**config.mk**
```make
export PLATFORM = sky130hd
export DESIGN_NAME = pipe_ibuf
export DESIGN_NICKNAME = d
export VERILOG_FILES = /design/src/rtl/pipe_ibuf.sv
export SDC_FILE = /design/constraint.sdc
export NUM_CORES = 1
export LEC_CHECK = 0
export CORE_AREA = 2 2 141 143
export CTS_CLUSTER_SIZE = 20
export DETAILED_ROUTE_END_ITERATION = 10
export DIE_AREA = 0 0 143 145
export GPL_ROUTABILITY_DRIVEN = 1
export PLACE_DENSITY = 0.89
export SLEW_MARGIN = 20
export SYNTH_ARGS = -nofsm -noshare
export SYNTH_HDL_FRONTEND = slang
export SYNTH_SLANG_ARGS = --single-unit
```
**constraint.sdc**
```tcl
create_clock -name clk -period 5.6 [get_ports clk]
set_clock_uncertainty 0.2 [all_clocks]
set_input_delay 1.12 -clock clk [delete_from_list [all_inputs] [get_ports clk]]
set_output_delay 1.12 -clock clk [all_outputs]
set_load 0.02 [all_outputs]
```
**src/rtl/pipe_ibuf.sv**
```systemverilog
// Instruction buffer between fetch and decode: a small circular FIFO of {inst, pc}
// entries with a level-held write handshake, a decode-side pop and a flush on purge.
module pipe_ibuf #(
  parameter int INST_L = 32,
  parameter int PC_L   = 32,
  parameter int DEPTH  = 4,
  parameter int PTR_L  = 2
) (
  input  logic              clk,
  input  logic              rst,
  input  logic              buf_we,
  input  logic [INST_L-1:0] inst_in,
  input  logic [PC_L-1:0]   pc_in,
  output logic              buf_wack,
  output logic              buf_f,
  output logic              buf_e,
  input  logic              purge,
  input  logic              rd_re,
  output logic              rd_valid,
  output logic [INST_L-1:0] inst_out,
  output logic [PC_L-1:0]   pc_out,
  output logic [PTR_L:0]    count
);

  localparam int ENT_L = INST_L + PC_L;
  localparam logic [PTR_L:0]   FULL_C  = (PTR_L+1)'(DEPTH);
  localparam logic [PTR_L:0]   CNT_ONE = (PTR_L+1)'(1);
  localparam logic [PTR_L-1:0] PTR_ONE = PTR_L'(1);

  logic [ENT_L-1:0] mem_q [DEPTH];

  logic [PTR_L-1:0] wp_q, wp_d;
  logic [PTR_L-1:0] rp_q, rp_d;
  logic [PTR_L:0]   count_q, count_d;
  logic             armed_q, armed_d;
  logic             wack_q, wack_d;
  logic             wr_ok, rd_ok;
  logic [ENT_L-1:0] head;

  // Fullness is judged on the pre-pop count, so a full queue refuses a write even with a same-cycle pop.
  assign wr_ok = buf_we && armed_q && (count_q != FULL_C) && !purge;
  assign rd_ok = rd_re && (count_q != '0) && !purge;

  always_comb begin
    wp_d    = wp_q;
    rp_d    = rp_q;
    count_d = count_q;
    armed_d = armed_q;
    wack_d  = 1'b0;
    if (purge) begin
      wp_d    = '0;
      rp_d    = '0;
      count_d = '0;
    end else begin
      if (wr_ok) wp_d = wp_q + PTR_ONE;
      if (rd_ok) rp_d = rp_q + PTR_ONE;
      case ({wr_ok, rd_ok})
        2'b10:   count_d = count_q + CNT_ONE;
        2'b01:   count_d = count_q - CNT_ONE;
        default: count_d = count_q;
      endcase
      wack_d = wr_ok;
      // One accept per held request: disarm on accept, re-arm once the request drops.
      if (wr_ok)        armed_d = 1'b0;
      else if (!buf_we) armed_d = 1'b1;
    end
  end

  always_ff @(posedge clk or posedge rst) begin
    if (rst) begin
      wp_q    <= '0;
      rp_q    <= '0;
      count_q <= '0;
      armed_q <= 1'b1;
      wack_q  <= 1'b0;
    end else begin
      wp_q    <= wp_d;
      rp_q    <= rp_d;
      count_q <= count_d;
      armed_q <= armed_d;
      wack_q  <= wack_d;
    end
  end

  always_ff @(posedge clk) begin
    if (wr_ok) mem_q[wp_q] <= {inst_in, pc_in};
  end

  assign head     = mem_q[rp_q];
  assign rd_valid = (count_q != '0);
  assign inst_out = rd_valid ? head[ENT_L-1:PC_L] : '0;
  assign pc_out   = rd_valid ? head[PC_L-1:0] : '0;
  assign buf_wack = wack_q;
  assign buf_f    = (count_q == FULL_C);
  assign buf_e    = (count_q == '0);
  assign count    = count_q;

endmodule

```
==> PnR_summary.wiki, run 1 <==
{| class="wikitable"
! Metric !! Value
|-
| Post-synthesis sequential element count || 265
|-
| Cell chain of the critical path || buf_12, mux4_2, and2_1, clkdlybuf4s50_1
|-
| Number of global-route vias before repair || 5628
|-
| Overall track demand over capacity in global routing || 0.1924
|-
| Worst EP required || 4.28 ns
|-
| Clock tree from TritonCTS || built
|-
| Critical path class || flop to output pin
|-
| Clock-pin slew reported for the worst setup and hold paths after clock tree synthesis || 0.07 ns
|-
| Result of the run || completed
|-
| Per-cell routed wire length || 21.37 um
|-
| Clock period minus final worst setup slack || 4.428 ns
|-
| Detail Route Antenna Nets || 0
|-
| CTS sink cnt || 265
|-
| Count of buffer and inverter cells on the critical path || 2
|-
| Height of the die || 145 um
|-
| Standby leakage power || 4.044 nW
|-
| Max-Slew Margin vs Limit || 0.3243
|-
| Global-route wire length before repair || a little over 30000 um
|-
| Number of cell rows || between 50 and 60
|-
| Synth top cells by count || sky130_fd_sc_hd__edfxtp_1 (256), sky130_fd_sc_hd__and2_1 (69), sky130_fd_sc_hd__mux4_2 (64)
|-
| Top fanout value on the critical path || 36
|-
| Largest cells by area after synthesis || sky130_fd_sc_hd__edfxtp_1 (74%), sky130_fd_sc_hd__mux4_2 (14%), sky130_fd_sc_hd__and2_1 (4.2%), sky130_fd_sc_hd__dfrtp_1 (1.9%), sky130_fd_sc_hd__buf_6 (0.65%)
|-
| Endpoints failing setup || 0
|-
| Post_cts resized || 0
|-
| Global placer's final weighted congestion || about 0.75
|-
| Ant. Diodes || 0
|-
| Via/cell ratio || about 5.6
|-
| Count of buffers from port buffering || 139
|-
| Final Cycle Share || 0.7906
|-
| Sequential-to-total area share from yosys stat || 0.7639
|-
| Critical path's top delay family || flip-flops
|-
| Fraction of final layout cells with drive strength greater than 1 || 0.1773
|-
| Gate count after technology mapping || 481
|-
| FMAX || 225.9 MHz
|-
| Post-layout net count || around 700
|-
| DRC violation count after routing || 0
|-
| CTS root buf || sky130_fd_sc_hd__clkbuf_16
|-
| Initial Util || 0.5394
|-
| H-Tree Level Count || 1
|-
| Most common flop cell mapped by yosys || sky130_fd_sc_hd__edfxtp_1
|-
| Routed Wire Length || 19410 um
|-
| Area delta synth->final || 23.63%
|-
| Die width || 143 um
|-
| Global route total overflow || 0
|-
| Setup TNS || 0 ns
|-
| Setup Fix Bufs, Post-CTS || 0
|-
| DP HPWL || 10920 um
|-
| Arrival time at the worst endpoint || 3.11 ns
|-
| Max Root-Sink Buffers || 3
|-
| Nets in the synthesized netlist || between 500 and 600
|-
| Initial antenna violation count || 0
|-
| Vias || 5061
|-
| Category of the worst setup path launch point || flop
|-
| Synth warn || 0
|-
| Ports || 140
|-
| DR iter-0 viols || 323
|-
| Final Hold Fails || 0
|-
| Worst min-delay path class || flop to flop
|-
| CTS Hold Buffers Added || 0
|-
| Cell with the biggest individual delay on the critical path || sky130_fd_sc_hd__dfrtp_4
|-
| Fin. max-slew vios || 0
|-
| Number of iterations in the first detailed-routing pass || 5
|-
| Kind of capture point of the worst setup path || output pin
|-
| Pin count of the biggest net entering global routing || 67
|-
| Fin area || ~13000 um^2
|-
| PwrDens || 340.6 nW/um^2
|-
| Largest area contributor in the netlist || sky130_fd_sc_hd__edfxtp_1
|-
| Delay of the slowest cell on the worst path || approximately 0.92 ns
|-
| Number of violations of the max-capacitance limit || 0
|-
| Synth cell types || 40
|-
| Avg Cell Area, Syn || 21.54 um^2
|-
| Unrepaired setup endpoints after global routing || false
|-
| Die outline area || 20740 um^2
|-
| Actual slew at the worst max-slew pin || 1.014 ns
|-
| Cell area reported after detailed placement || ~12000 um^2
|-
| Most frequent cell after synthesis || sky130_fd_sc_hd__edfxtp_1
|-
| Number of enable-type register cells in the synthesized netlist || 256
|-
| Fraction of synthesis flops using an asynchronous set or reset pin || 0.03396
|-
| Peak supply drop || 268.2 uV
|-
| Core region area || between 15000 and 20000 um^2
|-
| CTS buffer count || 27
|-
| Clock latency on the worst-skew pair || 0.52 ns
|-
| Netlist area before placement || 10360 um^2
|-
| Share of the synthesized area in the top cell type || 0.7420
|}
-- per-stage QoR --
| step | util | worst slack [ns] | power [mW] | hold slack (ns) | std cells |
|---|---|---|---|---|---|
| after floorplan | - | 2.006 | 2.490 | 0.2979 | 481 |
| after global placement | 0.6224 | 1.690 | 2.667 | 0.3223 | 859 |
| after detailed placement | 0.6224 | 1.634 | 2.680 | 0.3368 | 859 |
| after CTS | 0.6669 | 1.081 | 4.405 | 0.3461 | 908 |
| after global routing | 0.6669 | 0.9718 | 4.506 | 0.3684 | 908 |
| final | 0.6669 | 1.172 | 4.362 | 0.3472 | 908 |
-- report_power, final --
group | total, mW | internal [mW] | switching (mW)
registers | 2.23 | 2.20 | 0.0282
logic | 0.402 | 0.213 | 0.189
clock network | 1.73 | 1.02 | 0.707
total | 4.36 | 3.44 | 0.923
-- final cells by class --
| type | instances | area, um^2 |
|---|---|---|
| fill | 1234 | 6399 |
| sequential | 265 | 7921 |
| timing repair buffer | 140 | 1411 |
| clock inverter | 16 | 156.4 |
| inverter | 5 | 18.77 |
| tap | 265 | 331.6 |
| clock buffer | 33 | 698.2 |
| multi-input combinational | 184 | 2271 |
-- cell families (layout without fill, tap and decap cells) --
kind of cell    after synthesis  after routing  synth area share
buf+inv                      32            194           0.01787
flops                       265            265            0.7639
mux                          65             65            0.1401
compound gates               20             20           0.01389
fa+ha+maj                     5              5          0.006764
xor+xnor                      3              3          0.002537
simple gates                 91             91           0.05495
-- state kept, by name (all words and copies together), names as in the netlist --
| register | count |
|---|---|
| mem_q | 256 |
| count | 3 |
| rp_q | 2 |
| wp_q | 2 |
| armed_q | 1 |
| buf_wack | 1 |
-- routing by layer --
layer,vias to the layer above,wire length (um),global-route usage
li1,2233,-,-
met1,2632,8008,0.2585
met2,167,9947,0.3289
met3,29,1107,0.03465
met4,0,341,0.04752
met5,-,0,0
-- worst min-delay path, stage by stage (launching register included) --
cell	delay, ns
sky130_fd_sc_hd__dfstp_2	0.39
sky130_fd_sc_hd__o21ai_0	0.06
sky130_fd_sc_hd__o21ai_0	0.08
-- cell usage in the layout (no fill, tap or decap), types with 2 or more instances in the layout --
master,n
sky130_fd_sc_hd__nor2_1,4
sky130_fd_sc_hd__ha_1,4
sky130_fd_sc_hd__dfrtp_1,6
sky130_fd_sc_hd__inv_1,4
sky130_fd_sc_hd__o211a_1,2
sky130_fd_sc_hd__and2_4,4
sky130_fd_sc_hd__clkbuf_16,27
sky130_fd_sc_hd__clkdlybuf4s50_1,139
sky130_fd_sc_hd__clkbuf_1,6
sky130_fd_sc_hd__nand2b_1,2
sky130_fd_sc_hd__o21ai_0,6
sky130_fd_sc_hd__and2_1,65
sky130_fd_sc_hd__dfrtp_4,2
sky130_fd_sc_hd__edfxtp_1,256
sky130_fd_sc_hd__mux4_2,64
sky130_fd_sc_hd__nand3_1,4
sky130_fd_sc_hd__a21oi_1,3
sky130_fd_sc_hd__clkinvlp_4,2
sky130_fd_sc_hd__o211ai_1,2
sky130_fd_sc_hd__nand2_1,2
sky130_fd_sc_hd__clkinv_1,6
sky130_fd_sc_hd__clkinv_2,4
sky130_fd_sc_hd__nor2b_1,2
sky130_fd_sc_hd__bufinv_16,3
sky130_fd_sc_hd__xor2_1,2
-- path summary, 6_finish.rpt --
path / slack, ns / cells past startpoint / end / start
hold reg to reg: 0.35 / 2 / armed_q / armed_q
min in group asynchronous: 0.68 / 2 / buf_wack / rst
setup / recovery: 1.17 / 4 / inst_out[10] / rp_q[0]
setup reg to reg: 2.88 / 4 / mem_q[1][17] / count[1]
max in group asynchronous: 4.20 / 2 / armed_q / rst
hold / removal: 0.35 / 2 / armed_q / armed_q
Note: power is estimated with default switching activity, not from simulation.
==> run 2, diff against run 1 <==
- clock period: 5.6 -> 4.55 ns (I/O delays scaled with it)
==> run 2 against run 1 <==
Compared with the run above: die area unchanged; power grew 17%; register-to-register slack worse by 1.1 ns; worst setup slack lost 0.58 ns; critical path depth unchanged; combinational power grew 26%; largest cell class unchanged.
==> PnR_summary.wiki, run 2 (synthesized netlist as in run 1, its figures left out) <==
{| class="wikitable"
! Metric !! Value
|-
| Result of the run || completed
|-
| Number of cell rows || 51 (unchanged)
|-
| Unrepaired setup endpoints after global routing || false
|-
| Cell with the biggest individual delay on the critical path || sky130_fd_sc_hd__dfrtp_4
|-
| Post-route non-filler standard cell count || 906 (-0.22%)
|-
| Clock latency on the worst-skew pair || 0.50 ns (-0.02 ns)
|-
| PwrDens || 401.6 nW/um^2 (+18%)
|-
| Critical path class || flop to output pin
|-
| Core region area || 19210 um^2 (unchanged)
|-
| Global-route wire length before repair || 30550 um (-0.70%)
|-
| Actual slew at the worst max-slew pin || 0.9855 ns (-0.02808 ns)
|-
| Ports || 140 (unchanged)
|-
| Max Root-Sink Buffers || 3 (unchanged)
|-
| Via/cell ratio || 5.485 (-1.6%)
|-
| Capture instance of the worst register-to-register path || mem_q[2][20]
|-
| Met1 layer wirelength in the final routing || 8097 um (+1.1%)
|-
| Cell count after placement || 861 (+0.23%)
|-
| Height of the die || 145 um (unchanged)
|-
| H-Tree Level Count || 1 (unchanged)
|-
| Die width || 143 um (unchanged)
|-
| Number of iterations in the first detailed-routing pass || 4 (-1)
|-
| Worst min-delay path class || flop to flop
|-
| Routed Wire Length || 19230 um (-0.90%)
|-
| Detail Route Antenna Nets || 0 (unchanged)
|-
| Highest Signal Layer || met4
|-
| Most used cells in the layout excluding fill and tap cells || sky130_fd_sc_hd__edfxtp_1 (256), sky130_fd_sc_hd__clkdlybuf4s50_1 (139), sky130_fd_sc_hd__and2_1 (65)
|-
| Setup slack of the worst register-to-register path || 1.80 ns (-1.08 ns)
|-
| Category of the worst setup path launch point || flop
|-
| CTS sink cnt || 265 (unchanged)
|-
| Crit path from || rp_q[0]
|-
| Kind of capture point of the worst setup path || output pin
|-
| Met3 WL || 1204 um (+8.8%)
|-
| Pin count of the biggest net entering global routing || 67 (unchanged)
|-
| Total met2 wirelength after detailed routing || 9664 um (-2.8%)
|-
| Final Cycle Share || 0.8693
|-
| CTS Hold Buffers Added || 0 (unchanged)
|-
| Largest register FFs || 256 (unchanged)
|-
| Delay of the slowest cell on the worst path || 0.75 ns (-0.17 ns)
|-
| Area delta synth->final || 22.61%
|-
| Initial antenna violation count || 2 (+2)
|-
| Worst EP required || 3.44 ns (-0.84 ns)
|-
| Post-layout net count || 697 (unchanged)
|-
| Die outline area || 20740 um^2 (unchanged)
|-
| Top fanout value on the critical path || 25 (-31%)
|-
| CTS buffer count || 25 (-7.4%)
|-
| DRC violation count after routing || 0 (unchanged)
|-
| Standby leakage power || 4.002 nW (-1.0%)
|-
| DR iter-0 viols || 327 (+1.2%)
|-
| Post_cts resized || 0 (unchanged)
|-
| Setup TNS || 0 ns (unchanged)
|-
| Per-cell routed wire length || 21.23 um (-0.68%)
|-
| Setup Fix Bufs, Post-CTS || 0 (unchanged)
|-
| Number of global-route vias before repair || 5348 (-5.0%)
|-
| Launch point of the worst reg-to-reg path || count[1]
|-
| CTS root buf || sky130_fd_sc_hd__clkbuf_16
|-
| Fin. max-slew vios || 0 (unchanged)
|-
| Reg2reg path depth || 4 (unchanged)
|-
| Cell chain of the critical path || buf_4, mux4_2, and2_1, clkdlybuf4s50_1
|-
| Most common cell after layout, fill and taps aside || sky130_fd_sc_hd__edfxtp_1
|-
| Endpoints failing setup || 0 (unchanged)
|-
| Initial Util || 0.5394 (unchanged)
|-
| Arrival time at the worst endpoint || 2.85 ns (-0.26 ns)
|-
| Count of buffers from port buffering || 139 (unchanged)
|-
| Final Hold Fails || 0 (unchanged)
|-
| Global route total overflow || 0 (unchanged)
|-
| Fraction of final layout cells with drive strength greater than 1 || 0.1737 (-0.003585)
|-
| FMAX || ~250 MHz
|-
| Overall track demand over capacity in global routing || 0.1920 (-0.0004348)
|-
| DP HPWL || 11360 um (+4.0%)
|-
| Peak supply drop || 315.4 uV (+18%)
|-
| Top reg by flops || mem_q
|-
| Global placer's final weighted congestion || 0.7514 (-0.37%)
|-
| Clock-pin slew reported for the worst setup and hold paths after clock tree synthesis || 0.06 ns (about the same)
|-
| Clock tree from TritonCTS || built
|-
| Clock period minus final worst setup slack || 3.955 ns
|-
| Critical Path Sink || pc_out[13]
|-
| Max-Slew Margin vs Limit || 0.3430 (+0.01872)
|-
| Number of filler instances in the final layout || 1230 (-0.32%)
|-
| Vias || 4969 (-1.8%)
|-
| Number of violations of the max-capacitance limit || 0 (unchanged)
|}
==> run 2: stage by stage <==
step	hold slack (ns)	util	setup WS, ns	power (mW)	area (um^2)
after floorplan	0.2979	-	1.166	3.064	10360
after global placement	0.3194	0.6232	1.080	3.289	11970
after detailed placement	0.3595	0.6232	1.034	3.305	11970
after CTS	0.3702	0.6611	0.5219	5.152	12700
after global routing	0.4079	0.6612	0.4239	5.272	12700
final	0.3640	0.6613	0.5948	5.101	12700
==> run 2: area by class of cell <==
type / count / area (um^2) / area share
flip-flops and latches: 265 / 7921 / 0.6236
multi-input cells: 184 / 2271 / 0.1788
repair buffers: 142 / 1426 / 0.1123
clock buffers: 36 / 696.9 / 0.05487
well taps: 265 / 331.6 / 0.02610
clock inverters: 7 / 31.28 / 0.002463
inverters: 5 / 18.77 / 0.001478
diodes: 2 / 5.005 / 0.0003940
==> run 2: worst min path at each step <==
stage | endpoint | depth (start not counted) | startpoint | slack [ns]
detailed placement | armed_q | 2 | armed_q | 0.36
global route | armed_q | 2 | armed_q | 0.41
finish | armed_q | 2 | armed_q | 0.36
CTS | armed_q | 2 | armed_q | 0.37
floorplan | armed_q | 2 | armed_q | 0.30
global placement | armed_q | 2 | armed_q | 0.32
==> run 2: critical path: cells and delay by family (launching register included) <==
| kind | cells | cell delay [ns] |
|---|---|---|
| buf+inv | 2 | 0.89 |
| flops | 1 | 0.75 |
| mux | 1 | 0.53 |
| simple gates | 1 | 0.17 |
==> run 2: per-layer routing <==
| metal | global-route usage | vias to the layer above |
|---|---|---|
| met3 | 0.03630 | 26 |
| met1 | 0.2743 | 2537 |
| met4 | 0.04158 | 0 |
| li1 | - | 2234 |
| met2 | 0.3139 | 172 |
| met5 | 0 | - |
==> run 2: power by group <==
| part | internal, mW | switching [mW] | total (mW) |
|---|---|---|---|
| sequential | 2.71 | 0.0293 | 2.74 |
| combinational | 0.265 | 0.240 | 0.505 |
| clock | 1.05 | 0.799 | 1.85 |
==> run 3, diff against run 2 <==
- ABC_AREA: default -> 1
==> run 3 against run 2 <==
Compared with the run above: clock-buffer cell count decreased by 6; highest routed layer unchanged; worst setup slack improved by 0.074 ns; cell count rose by 37%; sequential cell count is the same; fmax is 1.9% higher; sequential power increased by 3%; design area up 0.89%; non-clock buffer count grew 12.
==> PnR_summary.wiki, run 3 <==
{| class="wikitable"
! Metric !! Value
|-
| Setup WS post-layout || 0.6692 ns (+0.07437 ns)
|-
| Clock tree from TritonCTS || built
|-
| Gate count after technology mapping || 832 (+73%)
|-
| Ports || 140 (unchanged)
|-
| Global-route wire length before repair || 34770 um (+14%)
|-
| Avg Cell Area, Syn || 12.55 um^2 (-42%)
|-
| Fraction of final layout cells with drive strength greater than 1 || 0.05726 (-0.1164)
|-
| DRC violation count after routing || 0 (unchanged)
|-
| Final Hold Fails || 0 (unchanged)
|-
| Top reg by flops || mem_q
|-
| Number of cell rows || 51 (unchanged)
|-
| Number of global-route vias before repair || 6719 (+26%)
|-
| Most used cells in the layout excluding fill and tap cells || sky130_fd_sc_hd__nor2_1 (261), sky130_fd_sc_hd__edfxtp_1 (256), sky130_fd_sc_hd__clkdlybuf4s50_1 (139)
|-
| Initial antenna violation count || 0 (-2)
|-
| PwrDens || 550.8 nW/um^2 (+37%)
|-
| Die width || 143 um (unchanged)
|-
| Worst setup timing slack at the placement stage || 1.167 ns (+0.1324 ns)
|-
| Max Root-Sink Buffers || 3 (unchanged)
|-
| Number of iterations in the first detailed-routing pass || 5 (+1)
|-
| Max-Slew Margin vs Limit || 0.3469 (+0.003891)
|-
| Arrival time at the worst endpoint || 2.77 ns (-0.08 ns)
|-
| Delay of the slowest cell on the worst path || 0.71 ns (-0.04 ns)
|-
| Largest register FFs || 256 (unchanged)
|-
| Via/cell ratio || 5.405 (-1.5%)
|-
| DR iter-0 viols || 573 (+75%)
|-
| Most frequent cell after synthesis || sky130_fd_sc_hd__nor2_1
|-
| Die outline area || 20740 um^2 (unchanged)
|-
| Count of buffers from port buffering || 139 (unchanged)
|-
| Critical path class || flop to output pin
|-
| Post_cts resized || 0 (unchanged)
|-
| Post-synthesis sequential element count || 265 (unchanged)
|-
| Post-layout net count || 1038 (+49%)
|-
| Count of buffer and inverter cells on the critical path || 3 (+1)
|-
| Nets in the synthesized netlist || 906 (+63%)
|-
| Peak supply drop || 343.0 uV (+8.7%)
|-
| Cell with the biggest individual delay on the critical path || sky130_fd_sc_hd__inv_2
|-
| CTS root buf || sky130_fd_sc_hd__clkbuf_16
|-
| Synth warn || 0 (unchanged)
|-
| Netlist area before placement || 10440 um^2 (+0.81%)
|-
| Global placer's final weighted congestion || 0.8037 (+7.0%)
|-
| Critical path's top delay family || buffers and inverters
|-
| Standby leakage power || 4.369 nW (+9.2%)
|-
| Actual slew at the worst max-slew pin || 0.9782 ns (-0.007263 ns)
|-
| Most common cell after layout, fill and taps aside || sky130_fd_sc_hd__nor2_1
|-
| Clock period minus final worst setup slack || 3.881 ns (-0.07437 ns)
|-
| Top fanout value on the critical path || 47 (+88%)
|-
| Ant. Diodes || 0 (-2)
|-
| Height of the die || 145 um (unchanged)
|-
| Pin count of the biggest net entering global routing || 130 (+94%)
|-
| Per-cell routed wire length || 17.94 um (-15%)
|-
| Fin. max-slew vios || 0 (unchanged)
|-
| Worst min-delay path class || flop to flop
|-
| DP HPWL || 12520 um (+10%)
|-
| FMAX || 257.7 MHz (+1.9%)
|-
| Result of the run || completed
|-
| Synth cell types || 20 (-50%)
|-
| CTS sink cnt || 265 (unchanged)
|-
| CTS buffer count || 25 (unchanged)
|-
| Kind of capture point of the worst setup path || output pin
|-
| Vias || 6718 (+35%)
|-
| Endpoints failing setup || 0 (unchanged)
|-
| Core region area || 19210 um^2 (unchanged)
|-
| CTS Hold Buffers Added || 0 (unchanged)
|-
| Final Cycle Share || 0.8529 (-0.01634)
|-
| Area delta synth->final || 22.70% (about the same)
|-
| Largest area contributor in the netlist || sky130_fd_sc_hd__edfxtp_1
|-
| Share of the synthesized area in the top cell type || 0.7361 (-0.005956)
|-
| Synth top cells by count || sky130_fd_sc_hd__nor2_1 (265), sky130_fd_sc_hd__edfxtp_1 (256), sky130_fd_sc_hd__o21ai_0 (128)
|-
| Clock latency on the worst-skew pair || 0.51 ns (about the same)
|-
| Setup slack of the worst register-to-register path || 2.18 ns (+0.38 ns)
|-
| Overall track demand over capacity in global routing || 0.2149 (+0.02290)
|-
| Initial Util || 0.5437 (+0.004365)
|-
| Worst EP required || 3.44 ns (about the same)
|-
| Category of the worst setup path launch point || flop
|-
| Post-route non-filler standard cell count || 1243 (+37%)
|-
| Most common flop cell mapped by yosys || sky130_fd_sc_hd__edfxtp_1
|-
| Cell chain of the critical path || inv_2, buf_4, nor2_1, o21ai_0, a21oi_1, clkdlybuf4s50_1
|-
| Largest cells by area after synthesis || sky130_fd_sc_hd__edfxtp_1 (74%), sky130_fd_sc_hd__nor2_1 (9.5%), sky130_fd_sc_hd__o21ai_0 (6.1%), sky130_fd_sc_hd__a21oi_1 (3.3%), sky130_fd_sc_hd__dfrtp_1 (1.9%)
|-
| Detail Route Antenna Nets || 0 (unchanged)
|-
| Total Power || 7.058 mW (+38%)
|-
| Sequential-to-total area share from yosys stat || 0.7578 (-0.006132)
|-
| Global route total overflow || 0 (unchanged)
|-
| Cell count after placement || 1202 (+40%)
|-
| Fraction of synthesis flops using an asynchronous set or reset pin || 0.03396 (unchanged)
|-
| Routed Wire Length || 22300 um (+16%)
|-
| Number of enable-type register cells in the synthesized netlist || 256 (unchanged)
|-
| Unrepaired setup endpoints after global routing || false
|-
| H-Tree Level Count || 1 (unchanged)
|-
| Setup Fix Bufs, Post-CTS || 0 (unchanged)
|-
| Clock-pin slew reported for the worst setup and hold paths after clock tree synthesis || 0.06 ns (about the same)
|-
| Number of violations of the max-capacitance limit || 0 (unchanged)
|}
-- run 3: changes by cell type after synthesis, sizes merged, moves of 14 or more --
| cell | previous run | this run |
|---|---|---|
| nand2 | 2 | 25 |
| inv | 5 | 19 |
| mux4 | 64 | 0 |
| nor2 | 4 | 265 |
| buf | 18 | 38 |
| o21ai | 6 | 132 |
| and2 | 69 | 0 |
| a21oi | 3 | 68 |
-- run 3: kinds of logic (layout without fill, tap and decap cells) --
| family | Yosys count | after routing | share of synthesized area |
|---|---|---|---|
| AOI/OAI and AO/OA | 200 | 200 | 0.09584 |
| xor gates and xnor gates | 1 | 1 | 0.0008388 |
| DFF | 265 | 265 | 0.7578 |
| buffers and inverters | 68 | 214 | 0.03295 |
| adders and majority gates | 5 | 5 | 0.006709 |
| and+or+nand+nor | 293 | 293 | 0.1059 |
-- run 3: tightest hold or removal path, stage by stage, from the launching register on --
cell and delay [ns]:
sky130_fd_sc_hd__dfstp_2 0.37, sky130_fd_sc_hd__o21ai_0 0.14, sky130_fd_sc_hd__inv_1 0.06
-- run 3: where the power goes --
part	internal, mW	switching (mW)
Sequential	2.79	0.0372
Clock	1.06	0.819
Combinational	0.922	1.43
Total	4.77	2.29
-- run 3: final cells by class --
class | count | area (um^2)
timing repair buffer | 154 | 1554
multi-input combinational | 499 | 2216
clock buffer | 30 | 644.4
clock inverter | 11 | 77.57
fill | 1355 | 6392
inverter | 19 | 72.57
tap | 265 | 331.6
sequential | 265 | 7919
-- run 3: through the flow --
step | area (um^2) | hold WS, ns | TNS, ns | utilization
detailed placement | 12090 | 0.3661 | 0 | 0.6296
global placement | 12090 | 0.3461 | 0 | 0.6296
CTS | 12810 | 0.3770 | 0 | 0.6672
floorplan | 10440 | 0.3255 | -19.43 | -
finish | 12810 | 0.3697 | 0 | 0.6672
global route | 12810 | 0.3810 | 0 | 0.6672
-- run 3: routing by layer --
layer / wire (um) / GRT usage / vias up
li1: - / - / 3178
met1: 8701 / 0.2740 / 3226
met2: 11500 / 0.3734 / 274
met3: 1540 / 0.03267 / 40
met4: 562 / 0.07624 / 0
met5: 0 / 0 / -
-- run 3: worst paths after layout --
path                       startpoint           end  depth (start not counted)
setup / recovery              rp_q[1]   inst_out[0]                          6
hold / removal                armed_q       armed_q                          2
setup reg to reg             count[0]  mem_q[1][27]                          7
hold reg to reg               armed_q       armed_q                          2
max in group asynchronous         rst       armed_q                          2
min in group asynchronous         rst      count[0]                          2
